[config.mk]
export PLATFORM = sky130hd
export DESIGN_NAME = nice_fm_streamer_flat
export DESIGN_NICKNAME = d
export VERILOG_FILES = /design/src/rtl/nice_fm_streamer_if.sv /design/src/rtl/nice_fm_streamer.sv /design/src/flat_wrapper.sv
export SDC_FILE = /design/constraint.sdc
export NUM_CORES = 1
export LEC_CHECK = 0
export BUFFER_PORTS_ARGS = -buffer_cell sky130_fd_sc_hd__buf_2
export CAP_MARGIN = 20
export CORE_UTILIZATION = 53
export DETAILED_ROUTE_END_ITERATION = 8
export PLACE_DENSITY = 0.83
export RECOVER_POWER = 100
export SLEW_MARGIN = 20
export SYNTH_ARGS = -nofsm -noshare
export SYNTH_HDL_FRONTEND = slang
export SYNTH_SLANG_ARGS = --single-unit
[constraint.sdc]
create_clock -name i_clk -period 3.3 [get_ports i_clk]
set_input_delay 0.495 -clock i_clk [delete_from_list [all_inputs] [get_ports i_clk]]
set_output_delay 0.495 -clock i_clk [all_outputs]
set_load 0.05 [all_outputs]
[src/rtl/nice_fm_streamer_if.sv]
// Command/response handshake bundle between the NICE command path and the
// feature-map streamer. Signal names keep the streamer-side direction prefix.
interface nice_fm_streamer_if #(
  parameter int AW = 16
);
  logic          i_cmd_valid;
  logic          o_cmd_ready;
  logic [AW-1:0] i_cmd_base;
  logic          i_cmd_reload;
  logic          o_rsp_valid;
  logic          i_rsp_ready;
  logic [4:0]    o_rsp_data;
  logic          o_busy;

  modport slave (
    input  i_cmd_valid, i_cmd_base, i_cmd_reload, i_rsp_ready,
    output o_cmd_ready, o_rsp_valid, o_rsp_data, o_busy
  );

  modport master (
    output i_cmd_valid, i_cmd_base, i_cmd_reload, i_rsp_ready,
    input  o_cmd_ready, o_rsp_valid, o_rsp_data, o_busy
  );
endinterface

[src/rtl/nice_fm_streamer.sv]
// Host-side driver for the accelerator in non-camera builds: optionally kicks
// the weight DMA, streams a ROWS x COLS 8-bit image out of a 16-bit word
// memory one packed row at a time, then returns the classification result.
module nice_fm_streamer #(
  parameter int DW      = 16,
  parameter int AW      = 16,
  parameter int ROWS    = 26,
  parameter int COLS    = 26,
  parameter int ROW_GAP = 2
) (
  input  logic              i_clk,
  input  logic              i_rst_n,
  nice_fm_streamer_if.slave nice,
  output logic [AW-1:0]     o_img_addr,
  output logic              o_img_cs,
  input  logic [DW-1:0]     i_img_data,
  output logic              o_start,
  input  logic              i_data_ready,
  output logic [8*COLS-1:0] o_parallel_data,
  output logic              o_fm_data_valid,
  input  logic [4:0]        i_result_data,
  input  logic              i_result_data_valid
);

  localparam int WORDS = COLS / 2;
  localparam int KW    = (WORDS > 1) ? $clog2(WORDS) : 1;
  localparam int RW    = (ROWS > 1) ? $clog2(ROWS) : 1;
  localparam int GW    = (ROW_GAP > 1) ? $clog2(ROW_GAP) : 1;

  localparam logic [KW-1:0] WORD_LAST  = KW'(WORDS - 1);
  localparam logic [RW-1:0] ROW_LAST   = RW'(ROWS - 1);
  localparam logic [GW-1:0] GAP_LAST   = GW'(ROW_GAP - 1);
  localparam logic [AW-1:0] ROW_STRIDE = AW'(WORDS);

  typedef enum logic [3:0] {
    IDLE,
    START,
    LOAD_W,
    FETCH,
    CAPT,
    EMIT,
    GAP,
    WAIT_RES,
    RESP
  } state_e;

  state_e          state_q, state_d;
  logic [KW-1:0]   wordCnt_q;
  logic [RW-1:0]   rowCnt_q;
  logic [GW-1:0]   gapCnt_q;
  logic [AW-1:0]   rowBase_q;
  logic            weightsLoaded_q;
  logic            readyPrev_q;
  logic            rdValid_q;
  logic [KW-1:0]   rdIdx_q;
  logic [8*COLS-1:0] pixels_q;
  logic [4:0]      rspData_q;
  logic            cmdReady_q;

  logic cmdAccept;
  logic readyRise;
  logic wordLast;
  logic rowLast;
  logic gapLast;

  assign readyRise = i_data_ready & ~readyPrev_q;
  assign wordLast  = (wordCnt_q == WORD_LAST);
  assign rowLast   = (rowCnt_q == ROW_LAST);
  assign gapLast   = (gapCnt_q == GAP_LAST);

  assign o_start         = (state_q == START);
  assign o_img_cs        = (state_q == FETCH);
  assign o_img_addr      = o_img_cs ? (rowBase_q + AW'(wordCnt_q)) : '0;
  assign o_fm_data_valid = (state_q == EMIT);
  assign o_parallel_data = pixels_q;

  assign nice.o_cmd_ready = cmdReady_q;
  assign nice.o_busy      = (state_q != IDLE);
  assign nice.o_rsp_valid = (state_q == RESP);
  assign nice.o_rsp_data  = rspData_q;

  // Next-state logic: walks the command through weight load, row streaming and response
  always_comb begin
    state_d   = state_q;
    cmdAccept = 1'b0;
    unique case (state_q)
      IDLE: begin
        if (nice.i_cmd_valid && cmdReady_q) begin
          cmdAccept = 1'b1;
          state_d   = (nice.i_cmd_reload || !weightsLoaded_q) ? START : FETCH;
        end
      end
      START:  state_d = LOAD_W;
      LOAD_W: if (readyRise) state_d = FETCH;
      FETCH:  if (wordLast) state_d = CAPT;
      CAPT:   state_d = EMIT;
      EMIT: begin
        if (rowLast)           state_d = WAIT_RES;
        else if (ROW_GAP == 0) state_d = FETCH;
        else                   state_d = GAP;
      end
      GAP:      if (gapLast) state_d = FETCH;
      WAIT_RES: if (i_result_data_valid) state_d = RESP;
      RESP:     if (nice.i_rsp_ready) state_d = IDLE;
      default:  state_d = IDLE;
    endcase
  end

  // State register; command ready is registered so it stays low while reset is applied
  always_ff @(posedge i_clk or negedge i_rst_n) begin
    if (!i_rst_n) begin
      state_q    <= IDLE;
      cmdReady_q <= 1'b0;
    end else begin
      state_q    <= state_d;
      cmdReady_q <= (state_d == IDLE);
    end
  end

  // Word, row and gap counters plus the running word address of the current row
  always_ff @(posedge i_clk or negedge i_rst_n) begin
    if (!i_rst_n) begin
      wordCnt_q <= '0;
      rowCnt_q  <= '0;
      gapCnt_q  <= '0;
      rowBase_q <= '0;
    end else begin
      wordCnt_q <= (state_q == FETCH) ? wordCnt_q + 1'b1 : '0;
      gapCnt_q  <= (state_q == GAP) ? gapCnt_q + 1'b1 : '0;
      if (cmdAccept) begin
        rowCnt_q  <= '0;
        rowBase_q <= nice.i_cmd_base;
      end else if (state_q == EMIT && !rowLast) begin
        rowCnt_q  <= rowCnt_q + 1'b1;
        rowBase_q <= rowBase_q + ROW_STRIDE;
      end
    end
  end

  // DMA-done edge detector, pre-set high outside LOAD_W so a stale high level is not an edge
  always_ff @(posedge i_clk or negedge i_rst_n) begin
    if (!i_rst_n) begin
      readyPrev_q     <= 1'b0;
      weightsLoaded_q <= 1'b0;
    end else begin
      readyPrev_q <= (state_q == LOAD_W) ? i_data_ready : 1'b1;
      if (state_q == LOAD_W && readyRise) weightsLoaded_q <= 1'b1;
    end
  end

  // Track which word the synchronous memory returns this cycle
  always_ff @(posedge i_clk or negedge i_rst_n) begin
    if (!i_rst_n) begin
      rdValid_q <= 1'b0;
      rdIdx_q   <= '0;
    end else begin
      rdValid_q <= (state_q == FETCH);
      rdIdx_q   <= wordCnt_q;
    end
  end

  // Pack returned words into the row bus, pixel 0 in the MSBs, low byte first
  always_ff @(posedge i_clk or negedge i_rst_n) begin
    if (!i_rst_n) begin
      pixels_q <= '0;
    end else begin
      for (int w = 0; w < WORDS; w++) begin
        if (rdValid_q && rdIdx_q == KW'(w)) begin
          pixels_q[8*(COLS-2*w)-1 -: 16] <= {i_img_data[7:0], i_img_data[15:8]};
        end
      end
    end
  end

  // Result capture, only honoured while waiting for it
  always_ff @(posedge i_clk or negedge i_rst_n) begin
    if (!i_rst_n) begin
      rspData_q <= '0;
    end else if (state_q == WAIT_RES && i_result_data_valid) begin
      rspData_q <= i_result_data;
    end
  end

endmodule

[src/flat_wrapper.sv]
// flat-port wrapper written by rule: the top's interface ports become plain ports
module nice_fm_streamer_flat 
#(
  parameter int DW      = 16,
  parameter int AW      = 16,
  parameter int ROWS    = 26,
  parameter int COLS    = 26,
  parameter int ROW_GAP = 2
)
  (i_clk, i_rst_n, o_img_addr, o_img_cs, i_img_data, o_start, i_data_ready, o_parallel_data, o_fm_data_valid, i_result_data, i_result_data_valid, nice_i_cmd_valid, nice_i_cmd_base, nice_i_cmd_reload, nice_i_rsp_ready, nice_o_cmd_ready, nice_o_rsp_valid, nice_o_rsp_data, nice_o_busy);
  nice_fm_streamer_if #(.AW(AW)) nice_i ();
  input  logic i_clk;
  input  logic i_rst_n;
  output logic [AW-1:0] o_img_addr;
  output logic o_img_cs;
  input  logic [DW-1:0] i_img_data;
  output logic o_start;
  input  logic i_data_ready;
  output logic [8*COLS-1:0] o_parallel_data;
  output logic o_fm_data_valid;
  input  logic [4:0] i_result_data;
  input  logic i_result_data_valid;
  input wire logic [$bits(nice_i.i_cmd_valid)-1:0] nice_i_cmd_valid;
  input wire logic [$bits(nice_i.i_cmd_base)-1:0] nice_i_cmd_base;
  input wire logic [$bits(nice_i.i_cmd_reload)-1:0] nice_i_cmd_reload;
  input wire logic [$bits(nice_i.i_rsp_ready)-1:0] nice_i_rsp_ready;
  output wire logic [$bits(nice_i.o_cmd_ready)-1:0] nice_o_cmd_ready;
  output wire logic [$bits(nice_i.o_rsp_valid)-1:0] nice_o_rsp_valid;
  output wire logic [$bits(nice_i.o_rsp_data)-1:0] nice_o_rsp_data;
  output wire logic [$bits(nice_i.o_busy)-1:0] nice_o_busy;
  assign nice_i.i_cmd_valid = nice_i_cmd_valid;
  assign nice_i.i_cmd_base = nice_i_cmd_base;
  assign nice_i.i_cmd_reload = nice_i_cmd_reload;
  assign nice_i.i_rsp_ready = nice_i_rsp_ready;
  assign nice_o_cmd_ready = nice_i.o_cmd_ready;
  assign nice_o_rsp_valid = nice_i.o_rsp_valid;
  assign nice_o_rsp_data = nice_i.o_rsp_data;
  assign nice_o_busy = nice_i.o_busy;
  nice_fm_streamer #(.DW(DW), .AW(AW), .ROWS(ROWS), .COLS(COLS), .ROW_GAP(ROW_GAP)) u_core (.i_clk(i_clk), .i_rst_n(i_rst_n), .nice(nice_i), .o_img_addr(o_img_addr), .o_img_cs(o_img_cs), .i_img_data(i_img_data), .o_start(o_start), .i_data_ready(i_data_ready), .o_parallel_data(o_parallel_data), .o_fm_data_valid(o_fm_data_valid), .i_result_data(i_result_data), .i_result_data_valid(i_result_data_valid));
endmodule
**After elaboration in Yosys (flattened, before gate mapping)**

Index checks and enable logic that the tools add are counted.

- Add/subtract/negate cells: 5
- Equal/unequal tests: 22
- Multiplexer cells: 19
- Bitwise gates (word level): 2
- Reduce and logical (&&, ||, !) cells: 25

Operator list:

| cell | number |
|---|---|
| $mux W16 | 3 |
| $pmux W4 S9 | 1 |
| $eq A4 B3 Y1 const B | 8 |
| $eq A4 B4 Y1 const B | 7 |
| $mux W4 | 7 |
| $logic_and A1 B1 Y1 | 17 |
| $add A16 B4 Y16 | 1 |
| $add A16 B4 Y16 const B | 1 |
| $eq A4 B2 Y1 const B | 4 |
| $logic_not A4 Y1 | 3 |
| $mux W5 | 2 |
| $eq A4 B1 Y1 const B | 2 |
| $add A5 B1 Y5 const B | 1 |
| $eq A5 B5 Y1 const B | 1 |
| $mux W1 | 5 |
| $add A4 B1 Y4 const B | 1 |
| $reduce_bool A4 Y1 | 1 |
| $logic_not A1 Y1 | 2 |
| $mux W2 | 1 |
| $reduce_bool A2 Y1 | 1 |
| $add A1 B1 Y1 const B | 1 |
| $and A1 B1 Y1 | 1 |
| $logic_or A1 B1 Y1 | 1 |
| $not A1 Y1 | 1 |

- Register bits after elaboration: 251
- Input bits: 44
- Word-level logic and storage cells: 97

**Depth between registers and ports, before layout**

Gate-level depths: netlist (run 1).

- Word-level depth: 6
- Depth in mapped cells: 8

**Worst setup path before layout (run 1)**

No wires, ideal clock.

- Kind: flip-flop to output port
- Start: reg u_core.rowBase_q[0]
- End: out o_img_addr[12]
- Arrival time: 2.537 ns
- Data required time: 2.805 ns
- Setup slack: 0.268 ns
- Cell stages (with the launch flop): 9
- Buffers on the path: 0
- Cells stage by stage: dfrtp_1 -> ha_1 -> inv_1 -> fa_1 -> and2b_1 -> o21ai_2 -> a2111oi_0 -> xnor2_1 -> nor2_1

- Longest elaborated chain between the ends: 2

RTL lines:

| what | RTL line | source |
|---|---|---|
| start, declared | nice_fm_streamer.sv:51 | `logic [AW-1:0] rowBase_q;` |
| start signal, assigned | nice_fm_streamer.sv:132 | `rowBase_q <= nice.i_cmd_base;` |
| start signal, assigned | nice_fm_streamer.sv:135 | `rowBase_q <= rowBase_q + ROW_STRIDE;` |
| $add A16 B4 Y16 | nice_fm_streamer.sv:73 | `assign o_img_addr = o_img_cs ? (rowBase_q + AW'(wordCnt_q)) : '0;` |
| $mux W16 | nice_fm_streamer.sv:73 |  |
| end, declared | flat_wrapper.sv:14 | `output logic [AW-1:0] o_img_addr;` |

Every way passes these cells.

**Worst setup path after layout (run 1)**

- Start: reg u_core.wordCnt_q[0]
- End: out o_img_addr[12]

- Longest elaborated chain between the ends: 2

RTL lines:

| what | RTL line | source |
|---|---|---|
| start, declared | nice_fm_streamer.sv:48 | `logic [KW-1:0] wordCnt_q;` |
| start signal, assigned | nice_fm_streamer.sv:128 | `wordCnt_q <= (state_q == FETCH) ? wordCnt_q + 1'b1 : '0;` |
| $add A16 B4 Y16 | nice_fm_streamer.sv:73 |  |
| $mux W16 | nice_fm_streamer.sv:73 |  |

Every way passes these cells.

==> results of run 1 <==
==> flip-flops by register name (all words and copies together) (netlist names) <==
register                 count
u_core.nice.o_cmd_ready      1
u_core.rowCnt_q              5
u_core.gapCnt_q              1
u_core.wordCnt_q             4
u_core.rowBase_q            16
u_core.rdIdx_q               4
u_core.state_q               4
u_core.weightsLoaded_q       1
u_core.o_parallel_data     208
u_core.readyPrev_q           1
u_core.rdValid_q             1
u_core.nice.o_rsp_data       5
==> cell usage after synthesis (all sizes together) <==
| master | n | area share, % |
|---|---|---|
| o21ai | 18 | 0.91 |
| nor4b | 1 | 0.085 |
| inv | 9 | 0.33 |
| a21boi | 2 | 0.15 |
| nor2 | 35 | 1.4 |
| or3 | 1 | 0.061 |
| nor4 | 1 | 0.061 |
| or2 | 1 | 0.061 |
| a2111oi | 1 | 0.085 |
| nand2 | 33 | 1.3 |
| buf | 25 | 1.3 |
| nor3b | 1 | 0.12 |
| nor2b | 6 | 0.36 |
| nand3 | 12 | 0.58 |
| nand4 | 9 | 0.55 |
| a21oi | 4 | 0.19 |
| a211o | 1 | 0.085 |
| mux2i | 2 | 0.19 |
| and4 | 1 | 0.085 |
| xnor2 | 12 | 1.0 |
| dfrtp | 251 | 61 |
| xor2 | 21 | 1.8 |
| ha | 9 | 1.1 |
| mux2 | 215 | 24 |
| and2b | 1 | 0.073 |
| nand2b | 9 | 0.55 |
| a211oi | 5 | 0.41 |
| fa | 1 | 0.19 |
| nor3 | 9 | 0.53 |
| a21o | 1 | 0.073 |
| clkbuf | 19 | 0.70 |
| nand3b | 3 | 0.34 |
| o22ai | 2 | 0.12 |
| a31oi | 1 | 0.061 |
| nand4b | 1 | 0.085 |
| and3 | 1 | 0.061 |
| and4b | 2 | 0.19 |
| and2 | 3 | 0.18 |
| nand4bb | 1 | 0.27 |
==> tightest hold or removal path, delay by kind of cell <==
family                 cells  cell delay (ns)
AO/OA/AOI/OAI              1             0.05
AND/OR/NAND/NOR            1             0.04
buffers and inverters      1             0.08
==> metal layers <==
| layer | share of wire [%] | global-route usage (%) |
|---|---|---|
| met5 | 0 | 0 |
| met4 | 3.8 | 9.62 |
| met3 | 5.8 | 4.86 |
| met2 | 48 | 42.1 |
| met1 | 42 | 32.7 |
==> area by class of cell <==
class | count | area [um^2]
clock buffer | 37 | 752
multi-input combinational | 426 | 3770
inverter | 9 | 33.8
sequential | 251 | 6280
timing repair buffer | 292 | 1210
fill | 1486 | 6470
tap | 260 | 325
clock inverter | 5 | 42.5
==> how the worst min path moves through the flow <==
stage	slack, ns	startpoint	depth (start not counted)	to
after detailed placement	0.45	u_core.wordCnt_q[1]	0	u_core.rdIdx_q[1]
final	0.18	nice_i_cmd_base[10]	3	u_core.rowBase_q[10]
after global placement	0.44	u_core.wordCnt_q[1]	0	u_core.rdIdx_q[1]
after CTS	0.05	i_rst_n	1	u_core.o_parallel_data[1]
after floorplan	0.20	i_rst_n	0	u_core.gapCnt_q
after global routing	0.18	nice_i_cmd_base[3]	3	u_core.rowBase_q[3]
==> repair_timing <==
| action | CTS | global route |
|---|---|---|
| gates resized for setup | 3 | 13 |
| pin swaps | 0 | 0 |
| endpoints found under the setup margin | 1 | 6 |
==> logic make-up (layout without fill, tap and decap cells) <==
kind of cell             after synthesis  in the layout  share of synthesized area [%]
adder cells (fa/ha/maj)               10             10                           1.28
flip-flops                           251            251                           60.8
AO/OA/AOI/OAI                         35             35                           2.08
AND/OR/NAND/NOR                      131            131                           6.95
multiplexers                         217            217                           23.7
buffers and inverters                 53            343                           2.37
XOR/XNOR                              33             33                           2.80
==> stage by stage <==
step | setup slack, ns | TNS, ns
after floorplan | 0.268 | 0
after global placement | 0.440 | 0
after detailed placement | 0.441 | 0
after CTS | 0.0167 | 0
after global routing | -0.00696 | -0.00696
final | 0.122 | 0
==> report_power, final <==
| group | switching (uW) | leakage (uW) | internal, uW |
|---|---|---|---|
| logic | 686 | 0.00192 | 166 |
| registers | 69.9 | 0.00296 | 3210 |
| clock network | 1150 | 0.000389 | 1570 |
| total | 1910 | 0.00527 | 4950 |
==> flow_results.xml, run 1 <==
<?xml version="1.0" encoding="UTF-8"?>
<metrics>
  <group name="status">
    <metric name="run_status" unit="">finished, violations left</metric>
    <metric name="violations" unit="">capacitance limit, slew limit</metric>
  </group>
  <group name="critical_path">
    <metric name="cell_type_of_the_slowest_stage_on_the_worst_timing_path" unit="">sky130_fd_sc_hd__dfrtp_2</metric>
    <metric name="crit_path_end" unit="">o_img_addr[12]</metric>
    <metric name="worst-endpoint-required" unit="ns">2.80</metric>
    <metric name="critical_path.startpoint_type" unit="">register</metric>
    <metric name="crit_family" unit="">adder cells</metric>
    <metric name="critical_path_arrival" unit="ns">2.68</metric>
    <metric name="timing.critical_path.cells" unit="">ha_2 &gt; inv_1 &gt; fa_1 &gt; and2b_1 &gt; o21ai_2 &gt; a2111oi_4 &gt; xnor2_1 &gt; nor2_1 &gt; buf_6</metric>
    <metric name="reg2reg_from" unit="">u_core.rdIdx_q[3]</metric>
    <metric name="crit_cells" unit="">9</metric>
    <metric name="worstPathBufferInverterCount" unit="">2</metric>
    <metric name="r2r-end" unit="">u_core.o_parallel_data[146]</metric>
    <metric name="r2r.worst_path.cells" unit="">3</metric>
    <metric name="crit_fanout" unit="">6</metric>
    <metric name="r2r_setup_slack" unit="ns">0.70</metric>
    <metric name="worstSetupStartpoint" unit="">u_core.wordCnt_q[0]</metric>
    <metric name="critPathMaxStageDelay" unit="ns">0.42</metric>
    <metric name="timing.critical_path.to_type" unit="">output port</metric>
    <metric name="worst-setup-path-type" unit="">register to output port</metric>
  </group>
  <group name="synthesis">
    <metric name="syn-num-nets" unit="">784</metric>
    <metric name="netlist_area" unit="mm^2">0.0103</metric>
    <metric name="postSynthRegisterBits" unit="">251</metric>
    <metric name="netlist_instances" unit="">730</metric>
    <metric name="synth.yosys.warnings" unit="">0</metric>
    <metric name="synth.avg_cell_area" unit="um^2">14.2</metric>
    <metric name="synth_cell_type_count" unit="">53</metric>
    <metric name="yosysSeqAreaShare" unit="%">60.8</metric>
  </group>
  <group name="clock_tree">
    <metric name="clock_sink_count" unit="">251</metric>
    <metric name="cts-hold-fix-buffers" unit="">0</metric>
    <metric name="worstSkewPairLatency" unit="ns">0.53</metric>
    <metric name="cts_tree" unit="">built</metric>
    <metric name="cts_inserted_buffers" unit="">26</metric>
    <metric name="cts-root-buf" unit="">sky130_fd_sc_hd__clkbuf_16</metric>
    <metric name="cts.htree.levels" unit="">1</metric>
    <metric name="clock_path_buffers" unit="">3</metric>
    <metric name="path_clk_slew" unit="ns">0.06</metric>
    <metric name="postCtsSetupBuffers" unit="">0</metric>
  </group>
  <group name="layout">
    <metric name="layout.cells.most_common" unit="">sky130_fd_sc_hd__dfrtp_1</metric>
    <metric name="design.final.nets" unit="">1060</metric>
    <metric name="final_util" unit="%">65.7</metric>
    <metric name="layout_common_cells" unit="">sky130_fd_sc_hd__dfrtp_1, sky130_fd_sc_hd__clkbuf_1, sky130_fd_sc_hd__mux2_2</metric>
    <metric name="non_filler_instance_count_after_layout" unit="">1280</metric>
    <metric name="flow.area_growth_from_synthesis" unit="%">20.3</metric>
    <metric name="drive_above_1_share" unit="%">31.7</metric>
    <metric name="post-route-cell-area" unit="mm^2">0.0124</metric>
    <metric name="num_antenna_cells" unit="">0</metric>
  </group>
  <group name="global_routing">
    <metric name="grt_start_max_net_pins" unit="">110</metric>
    <metric name="grt_first_pass_wirelength" unit="um">39200</metric>
    <metric name="first_global_vias" unit="">6940</metric>
    <metric name="track_usage" unit="%">25.2</metric>
    <metric name="aggregate_global_routing_overflow" unit="">0</metric>
    <metric name="number_of_antenna_violations_at_the_first_check_in_global_routing" unit="">0</metric>
  </group>
  <group name="sta">
    <metric name="maxSlewHeadroom" unit="%">-78.8</metric>
    <metric name="hold_viol" unit="">0</metric>
    <metric name="fin_crit_sh" unit="%">96.3</metric>
    <metric name="worst-slew-pin-transition" unit="ns">2.68</metric>
    <metric name="timing.fmax" unit="GHz">0.315</metric>
    <metric name="fin_crit" unit="ns">3.18</metric>
    <metric name="finalSetupViolations" unit="">0</metric>
    <metric name="timing_max_transition_violations_final" unit="">160</metric>
    <metric name="fin_hold_ws" unit="ns">0.181</metric>
    <metric name="skew" unit="ns">0.0150</metric>
  </group>
  <group name="placement">
    <metric name="dpl.hpwl" unit="um">17400</metric>
    <metric name="place_area" unit="mm^2">0.0120</metric>
    <metric name="placedCellCount" unit="">1238</metric>
    <metric name="routability_congestion" unit="">0.858</metric>
    <metric name="place.port_buffers" unit="">278</metric>
  </group>
  <group name="floorplanning">
    <metric name="core-area" unit="mm^2">0.0189</metric>
    <metric name="die_area" unit="mm^2">0.0201</metric>
    <metric name="std_cell_rows" unit="">50</metric>
    <metric name="floorplan.die.width" unit="um">142</metric>
    <metric name="boundaryPins" unit="">279</metric>
    <metric name="floorplan.die.height" unit="um">142</metric>
    <metric name="initial_core_utilization" unit="%">54.7</metric>
  </group>
  <group name="power_and_ir_drop">
    <metric name="power.density" unit="mW/mm^2">552</metric>
    <metric name="power.leakage" unit="uW">0.00527</metric>
    <metric name="p_total" unit="uW">6860</metric>
    <metric name="vdd_drop_max" unit="V">0.000350</metric>
  </group>
  <group name="routing">
    <metric name="drt_pass1_iterations" unit="">4</metric>
    <metric name="vias_per_cell" unit="">5.38</metric>
    <metric name="routed_wl" unit="um">25100</metric>
    <metric name="route.detailed.drc" unit="">0</metric>
    <metric name="wire_per_inst" unit="um">19.6</metric>
    <metric name="via_count_of_the_routed_design" unit="">6889</metric>
    <metric name="drt_iter0_markers" unit="">257</metric>
    <metric name="drtAntennaViolNets" unit="">0</metric>
  </group>
  <group name="run">
    <metric name="cap_violations" unit="">5</metric>
  </group>
  <group name="min_path">
    <metric name="worstHoldPathType" unit="">input pin to register</metric>
  </group>
</metrics>
No activity file was read; power rests on OpenSTA's default activity.
==> run 2, diff against run 1 <==
--- a/config.mk
+++ b/config.mk
@@ -5,12 +5,14 @@
 export SDC_FILE = /design/constraint.sdc
 export NUM_CORES = 1
 export LEC_CHECK = 0
+export ABC_AREA = 1
 export BUFFER_PORTS_ARGS = -buffer_cell sky130_fd_sc_hd__buf_2
 export CAP_MARGIN = 20
 export CORE_UTILIZATION = 53
 export DETAILED_ROUTE_END_ITERATION = 8
 export PLACE_DENSITY = 0.83
 export RECOVER_POWER = 100
+export SETUP_SLACK_MARGIN = 0.2
 export SLEW_MARGIN = 20
 export SYNTH_ARGS = -nofsm -noshare
 export SYNTH_HDL_FRONTEND = slang
==> flow_results.xml, run 2 <==
<?xml version="1.0" encoding="UTF-8"?>
<metrics>
  <group name="status">
    <metric name="run_status" unit="">finished, violations left</metric>
    <metric name="violations" unit="">capacitance limit, slew limit</metric>
  </group>
  <group name="synthesis">
    <metric name="netlist_top_cells_area" unit="">sky130_fd_sc_hd__dfrtp_1, sky130_fd_sc_hd__nand2_1, sky130_fd_sc_hd__o21ai_0</metric>
    <metric name="netlist_area" unit="mm^2">0.0104</metric>
    <metric name="yosys-top-cells-count" unit="">sky130_fd_sc_hd__nand2_1, sky130_fd_sc_hd__dfrtp_1, sky130_fd_sc_hd__o21ai_0</metric>
    <metric name="synth_flop_cell" unit="">sky130_fd_sc_hd__dfrtp_1</metric>
    <metric name="syn-num-nets" unit="">1178</metric>
    <metric name="yosysTopAreaCell" unit="">sky130_fd_sc_hd__dfrtp_1</metric>
    <metric name="synth_cell_type_count" unit="">29</metric>
    <metric name="yosysSeqAreaShare" unit="%">60.5</metric>
    <metric name="synth-async-reset-ratio" unit="%">100</metric>
    <metric name="netlist_instances" unit="">1124</metric>
    <metric name="postSynthRegisterBits" unit="">251</metric>
    <metric name="yosysMostFrequentCell" unit="">sky130_fd_sc_hd__nand2_1</metric>
    <metric name="synth.avg_cell_area" unit="um^2">9.24</metric>
    <metric name="synth-edff-count" unit="">0</metric>
    <metric name="netlist.area_leader.share" unit="%">60.5</metric>
    <metric name="synth.yosys.warnings" unit="">0</metric>
  </group>
  <group name="power_and_ir_drop">
    <metric name="vdd_drop_max" unit="V">0.000802</metric>
    <metric name="power.leakage" unit="uW">0.00600</metric>
    <metric name="power.density" unit="mW/mm^2">837</metric>
  </group>
  <group name="layout">
    <metric name="layout_common_cells" unit="">sky130_fd_sc_hd__nand2_1, sky130_fd_sc_hd__dfrtp_1, sky130_fd_sc_hd__clkbuf_1</metric>
    <metric name="flow.area_growth_from_synthesis" unit="%">20.4</metric>
    <metric name="post-route-cell-area" unit="mm^2">0.0125</metric>
    <metric name="layout.cells.most_common" unit="">sky130_fd_sc_hd__nand2_1</metric>
    <metric name="final.fill_count" unit="">1628</metric>
    <metric name="design.final.nets" unit="">1436</metric>
    <metric name="num_antenna_cells" unit="">0</metric>
    <metric name="drive_above_1_share" unit="%">10.9</metric>
    <metric name="non_filler_instance_count_after_layout" unit="">1662</metric>
    <metric name="final_util" unit="%">66.0</metric>
    <metric name="largest_register_ffs" unit="">208</metric>
  </group>
  <group name="clock_tree">
    <metric name="clock_path_buffers" unit="">3</metric>
    <metric name="cts_tree" unit="">built</metric>
    <metric name="clock_sink_count" unit="">251</metric>
    <metric name="cts_inserted_buffers" unit="">26</metric>
    <metric name="cts-hold-fix-buffers" unit="">0</metric>
    <metric name="worstSkewPairLatency" unit="ns">0.53</metric>
    <metric name="path_clk_slew" unit="ns">0.06</metric>
    <metric name="cts.htree.levels" unit="">1</metric>
    <metric name="cts-root-buf" unit="">sky130_fd_sc_hd__clkbuf_16</metric>
  </group>
  <group name="routing">
    <metric name="drt_pass1_iterations" unit="">4</metric>
    <metric name="drtAntennaViolNets" unit="">0</metric>
    <metric name="vias_per_cell" unit="">5.30</metric>
    <metric name="routed_wl" unit="um">29200</metric>
    <metric name="via_count_of_the_routed_design" unit="">8804</metric>
    <metric name="wire_per_inst" unit="um">17.6</metric>
    <metric name="route.detailed.drc" unit="">0</metric>
    <metric name="drt_iter0_markers" unit="">558</metric>
  </group>
  <group name="placement">
    <metric name="dpl.hpwl" unit="um">19700</metric>
    <metric name="routability_congestion" unit="">0.920</metric>
    <metric name="place_area" unit="mm^2">0.0119</metric>
    <metric name="dp_worst_setup_slack" unit="ns">0.581</metric>
    <metric name="place.port_buffers" unit="">278</metric>
    <metric name="placedCellCount" unit="">1611</metric>
  </group>
  <group name="critical_path">
    <metric name="r2r_setup_slack" unit="ns">0.73</metric>
    <metric name="crit_fanout" unit="">6</metric>
    <metric name="critical_path.startpoint_type" unit="">register</metric>
    <metric name="r2r-end" unit="">u_core.rowBase_q[5]</metric>
    <metric name="timing.critical_path.to_type" unit="">output port</metric>
    <metric name="worst-setup-path-type" unit="">register to output port</metric>
    <metric name="critical_path_arrival" unit="ns">2.57</metric>
    <metric name="reg2reg_from" unit="">u_core.state_q[3]</metric>
    <metric name="worst-endpoint-required" unit="ns">2.80</metric>
    <metric name="r2r.worst_path.cells" unit="">8</metric>
  </group>
  <group name="floorplanning">
    <metric name="floorplan.die.height" unit="um">142</metric>
    <metric name="std_cell_rows" unit="">50</metric>
    <metric name="core-area" unit="mm^2">0.0190</metric>
    <metric name="initial_core_utilization" unit="%">54.8</metric>
    <metric name="floorplan.die.width" unit="um">142</metric>
    <metric name="boundaryPins" unit="">279</metric>
    <metric name="die_area" unit="mm^2">0.0202</metric>
  </group>
  <group name="sta">
    <metric name="maxSlewHeadroom" unit="%">-74.5</metric>
    <metric name="fin_crit" unit="ns">3.06</metric>
    <metric name="skew" unit="ns">0.0233</metric>
    <metric name="timing.fmax" unit="GHz">0.327</metric>
    <metric name="fin_crit_sh" unit="%">92.8</metric>
    <metric name="worst-slew-pin-transition" unit="ns">2.62</metric>
    <metric name="pnr_worst_setup_slack" unit="ns">0.238</metric>
    <metric name="timing_max_transition_violations_final" unit="">171</metric>
    <metric name="grt_setup_unrepaired" unit="">yes</metric>
    <metric name="timing.setup.tns" unit="ns">0</metric>
    <metric name="hold_viol" unit="">0</metric>
    <metric name="finalSetupViolations" unit="">0</metric>
  </group>
  <group name="min_path">
    <metric name="worstHoldPathType" unit="">input pin to register</metric>
    <metric name="worstHoldEndpoint" unit="">u_core.readyPrev_q</metric>
    <metric name="worst_hold_startpoint" unit="">i_data_ready</metric>
    <metric name="worstHoldPathCells" unit="">3</metric>
  </group>
  <group name="global_routing">
    <metric name="first_global_vias" unit="">8303</metric>
    <metric name="number_of_antenna_violations_at_the_first_check_in_global_routing" unit="">0</metric>
    <metric name="grt_start_max_net_pins" unit="">107</metric>
    <metric name="track_usage" unit="%">29.0</metric>
    <metric name="grt_first_pass_wirelength" unit="um">44800</metric>
    <metric name="aggregate_global_routing_overflow" unit="">0</metric>
  </group>
  <group name="run">
    <metric name="cap_violations" unit="">3</metric>
  </group>
</metrics>
[run 2: critical path: stages, from the launching register on]
cell,delay [ns]
sky130_fd_sc_hd__dfrtp_1,0.44
sky130_fd_sc_hd__ha_2,0.41
sky130_fd_sc_hd__nand2_1,0.06
sky130_fd_sc_hd__nor2_1,0.15
sky130_fd_sc_hd__nand2_1,0.09
sky130_fd_sc_hd__nand3_1,0.15
sky130_fd_sc_hd__o21ai_0,0.09
sky130_fd_sc_hd__a21oi_1,0.16
sky130_fd_sc_hd__clkbuf_1,0.49
[run 2: layout make-up]
| cell class | count | area (um^2) | area share (%) |
|---|---|---|---|
| flip-flops and latches | 251 | 6280 | 50.2 |
| multi-input cells | 729 | 3480 | 27.8 |
| repair buffers | 293 | 1230 | 9.82 |
| clock buffers | 37 | 742 | 5.93 |
| well taps | 260 | 325 | 2.60 |
| inverters | 81 | 304 | 2.43 |
| clock inverters | 11 | 144 | 1.15 |
[run 2: cell families (layout without fill, tap and decap cells)]
family / Yosys count / count (layout) / synth area share (%)
AOI/OAI and AO/OA: 256 / 256 / 13.5
xor gates and xnor gates: 7 / 7 / 0.590
adders and majority gates: 10 / 10 / 1.28
buffers and inverters: 144 / 422 / 5.82
DFF: 251 / 251 / 60.5
muxes: 5 / 5 / 0.542
and+or+nand+nor: 451 / 451 / 17.8
[run 2: how the worst max path moves through the flow]
stage	slack, ns	cells past startpoint	from	endpoint
CTS	0.20	11	u_core.wordCnt_q[0]	o_img_addr[14]
global route	0.07	8	u_core.wordCnt_q[2]	o_img_addr[5]
global placement	0.60	11	u_core.wordCnt_q[0]	o_img_addr[14]
floorplan	0.51	10	u_core.wordCnt_q[0]	o_img_addr[14]
detailed placement	0.58	11	u_core.wordCnt_q[0]	o_img_addr[14]
finish	0.24	8	u_core.wordCnt_q[2]	o_img_addr[5]
[run 2: repair_timing]
| action | CTS | global route |
|---|---|---|
| pin swaps | 1 | 2 |
| resized for setup | 2 | 12 |
| buffers inserted | 0 | 3 |
| endpoints found under the setup margin | 3 | 10 |
| endpoints found under the hold margin | 0 | 0 |
[run 2: layer usage]
| layer | global-route usage [%] | up-vias | part of all wire (%) |
|---|---|---|---|
| met5 | 0 | - | 0 |
| met4 | 10.8 | 0 | 3.4 |
| met3 | 7.27 | 61 | 9.1 |
| met2 | 47.9 | 368 | 47 |
| met1 | 36.9 | 4226 | 40 |
| li1 | - | 4149 | - |
[run 2: report_power, final]
part	total, uW	switching (uW)	internal [uW]
registers	4000	415	3590
clock network	3000	1200	1800
logic	3460	2750	714
[run 2: stage by stage]
step / total power (uW) / hold WS, ns
after CTS: 10600 / 0.0447
after floorplan: 6590 / 0.199
after global placement: 7490 / 0.433
final: 10500 / 0.189
after detailed placement: 7580 / 0.439
after global routing: 11000 / 0.194
==> run 3, diff against run 2 <==
==> constraint.sdc (replaced) <==
create_clock -name i_clk -period 3 [get_ports i_clk]
set_input_delay 0.45 -clock i_clk [delete_from_list [all_inputs] [get_ports i_clk]]
set_output_delay 0.45 -clock i_clk [all_outputs]
set_load 0.05 [all_outputs]
==> flow_results.xml, run 3 (same netlist as run 2, synthesis figures left out) <==
<?xml version="1.0" encoding="UTF-8"?>
<metrics>
  <group name="critical_path">
    <metric name="cpMostUsedCell" unit="">sky130_fd_sc_hd__nand2_1</metric>
    <metric name="r2r-end" unit="">u_core.rowBase_q[5]</metric>
    <metric name="reg2reg_from" unit="">u_core.state_q[3]</metric>
    <metric name="r2r_setup_slack" unit="ns">0.43</metric>
    <metric name="critical_path_arrival" unit="ns">2.38</metric>
    <metric name="timing.critical_path.cells" unit="">ha_4 &gt; inv_2 &gt; fa_2 &gt; inv_2 &gt; nand3_4 &gt; a21oi_4 &gt; nand2_1 &gt; nand2_1 &gt; nand2_1 &gt; nor2_1 &gt; clkbuf_4</metric>
    <metric name="worst-setup-path-type" unit="">register to output port</metric>
    <metric name="r2r.worst_path.cells" unit="">8</metric>
    <metric name="cell_type_of_the_slowest_stage_on_the_worst_timing_path" unit="">sky130_fd_sc_hd__dfrtp_1</metric>
    <metric name="critPathMaxStageDelay" unit="ns">0.42</metric>
    <metric name="critical_path.startpoint_type" unit="">register</metric>
    <metric name="timing.critical_path.to_type" unit="">output port</metric>
    <metric name="worst-endpoint-required" unit="ns">2.55</metric>
    <metric name="crit_fanout" unit="">4</metric>
  </group>
  <group name="floorplanning">
    <metric name="initial_core_utilization" unit="%">54.8</metric>
    <metric name="std_cell_rows" unit="">50</metric>
    <metric name="floorplan.die.height" unit="um">142</metric>
    <metric name="floorplan.die.width" unit="um">142</metric>
    <metric name="boundaryPins" unit="">279</metric>
    <metric name="die_area" unit="mm^2">0.0202</metric>
    <metric name="core-area" unit="mm^2">0.0190</metric>
  </group>
  <group name="routing">
    <metric name="drtAntennaViolNets" unit="">0</metric>
    <metric name="route.detailed.drc" unit="">0</metric>
    <metric name="routed_wl" unit="um">29500</metric>
    <metric name="vias_per_cell" unit="">5.28</metric>
    <metric name="via_count_of_the_routed_design" unit="">8792</metric>
    <metric name="wire_per_inst" unit="um">17.7</metric>
    <metric name="drt_iter0_markers" unit="">617</metric>
    <metric name="drt_pass1_iterations" unit="">6</metric>
  </group>
  <group name="sta">
    <metric name="finalSetupViolations" unit="">0</metric>
    <metric name="worst-slew-pin-transition" unit="ns">1.92</metric>
    <metric name="fin_crit_sh" unit="%">94.3</metric>
    <metric name="skew" unit="ns">0.0185</metric>
    <metric name="grt_setup_unrepaired" unit="">yes</metric>
    <metric name="timing.fmax" unit="GHz">0.354</metric>
    <metric name="timing.setup.tns" unit="ns">0</metric>
    <metric name="timing_max_transition_violations_final" unit="">143</metric>
    <metric name="maxSlewHeadroom" unit="%">-27.8</metric>
    <metric name="fin_crit" unit="ns">2.83</metric>
    <metric name="hold_viol" unit="">0</metric>
  </group>
  <group name="min_path">
    <metric name="worstHoldEndpoint" unit="">u_core.readyPrev_q</metric>
    <metric name="worstHoldPathCells" unit="">3</metric>
    <metric name="worstHoldPathType" unit="">input pin to register</metric>
    <metric name="worst_hold_startpoint" unit="">i_data_ready</metric>
  </group>
  <group name="global_routing">
    <metric name="first_global_vias" unit="">8238</metric>
    <metric name="grt_start_max_net_pins" unit="">79</metric>
    <metric name="grt_first_pass_wirelength" unit="um">44600</metric>
    <metric name="aggregate_global_routing_overflow" unit="">0</metric>
    <metric name="track_usage" unit="%">29.0</metric>
    <metric name="number_of_antenna_violations_at_the_first_check_in_global_routing" unit="">0</metric>
  </group>
  <group name="layout">
    <metric name="final_util" unit="%">66.4</metric>
    <metric name="drive_above_1_share" unit="%">12.4</metric>
    <metric name="layout_common_cells" unit="">sky130_fd_sc_hd__nand2_1, sky130_fd_sc_hd__dfrtp_1, sky130_fd_sc_hd__clkbuf_1</metric>
    <metric name="layout.cells.most_common" unit="">sky130_fd_sc_hd__nand2_1</metric>
    <metric name="largest_register_ffs" unit="">208</metric>
    <metric name="design.final.nets" unit="">1440</metric>
    <metric name="num_antenna_cells" unit="">0</metric>
    <metric name="flow.area_growth_from_synthesis" unit="%">21.3</metric>
  </group>
  <group name="placement">
    <metric name="dpl.hpwl" unit="um">19800</metric>
    <metric name="place.port_buffers" unit="">278</metric>
    <metric name="routability_congestion" unit="">0.914</metric>
  </group>
  <group name="clock_tree">
    <metric name="cts-root-buf" unit="">sky130_fd_sc_hd__clkbuf_16</metric>
    <metric name="clock_path_buffers" unit="">3</metric>
    <metric name="cts_tree" unit="">built</metric>
    <metric name="clock_sink_count" unit="">251</metric>
    <metric name="worstSkewPairLatency" unit="ns">0.53</metric>
    <metric name="cts_inserted_buffers" unit="">26</metric>
    <metric name="cts.htree.levels" unit="">1</metric>
    <metric name="path_clk_slew" unit="ns">0.06</metric>
  </group>
  <group name="status">
    <metric name="run_status" unit="">finished, violations left</metric>
    <metric name="violations" unit="">capacitance limit, slew limit</metric>
  </group>
  <group name="power_and_ir_drop">
    <metric name="power.leakage" unit="uW">0.00602</metric>
    <metric name="power.density" unit="mW/mm^2">909</metric>
    <metric name="vdd_drop_max" unit="V">0.000773</metric>
  </group>
  <group name="run">
    <metric name="cap_violations" unit="">3</metric>
  </group>
</metrics>
## run 3: cell types whose count changed in the layout (fill, tap and decap cells not counted), moves of 3 or more
cell,change
sky130_fd_sc_hd__buf_4,+4
sky130_fd_sc_hd__nor2_2,+4
sky130_fd_sc_hd__dfrtp_2,+3
sky130_fd_sc_hd__clkbuf_1,-3
sky130_fd_sc_hd__nor2_1,-5
sky130_fd_sc_hd__dfrtp_1,-3
## run 3: worst max path at each step
| stage | start | endpoint |
|---|---|---|
| 4_1_cts | u_core.rowBase_q[0] | o_img_addr[14] |
| 3_3_place_gp | u_core.wordCnt_q[0] | o_img_addr[14] |
| 6_report | u_core.rowBase_q[0] | o_img_addr[14] |
| 2_1_floorplan | u_core.wordCnt_q[0] | o_img_addr[14] |
| 3_5_place_dp | u_core.wordCnt_q[0] | o_img_addr[14] |
| 5_1_grt | u_core.rowBase_q[0] | o_img_addr[14] |
## run 3: area by class of cell
type / instances / area, um^2
fillers: 1645 / 6360
flip-flops and latches: 251 / 6280
multi-input cells: 729 / 3550
repair buffers: 297 / 1270
clock buffers: 35 / 744
well taps: 260 / 325
inverters: 81 / 304
clock inverters: 13 / 113
## run 3: through the flow
step	hold WS (ns)	cell area [um^2]	std cells	setup WS, ns	power (uW)
2_1_floorplan	0.154	10400	1124	0.252	7250
3_3_place_gp	0.433	11900	1612	0.307	8250
3_5_place_dp	0.446	11900	1612	0.252	8340
4_1_cts	0.113	12900	1664	0.171	11600
5_1_grt	0.123	12600	1666	0.0499	12000
6_report	0.129	12600	1666	0.172	11400
## run 3: repair_timing
action                                  4_1_cts  5_1_grt
endpoints found under the hold margin        75        0
pin swaps                                     3        4
resized for setup                            17       23
setup buffers                                 3        2
hold buffers                                  1        0
endpoints found under the setup margin        9       14
## run 3: worst max-delay path: cells and delay by family (launching register included)
kind / cells / cell delay, ns
AOI/OAI and AO/OA: 1 / 0.21
adders and majority gates: 2 / 0.49
buffers and inverters: 3 / 0.35
DFF: 1 / 0.42
and+or+nand+nor: 5 / 0.39
## run 3: routing by layer
metal	up-vias	share of wire (%)	global-route usage (%)
li1	4154	-	-
met1	4203	40	37.5
met2	376	48	48.4
met3	59	8.6	6.43
met4	0	3.4	9.96
met5	-	0	0
## run 3: report_power, final
| part | internal (uW) | total, uW | leakage, uW | switching, uW |
|---|---|---|---|---|
| clock network | 1830 | 3160 | 0.000420 | 1330 |
| registers | 3950 | 4400 | 0.00247 | 448 |
| logic | 819 | 3890 | 0.00313 | 3070 |
| total | 6600 | 11400 | 0.00602 | 4840 |
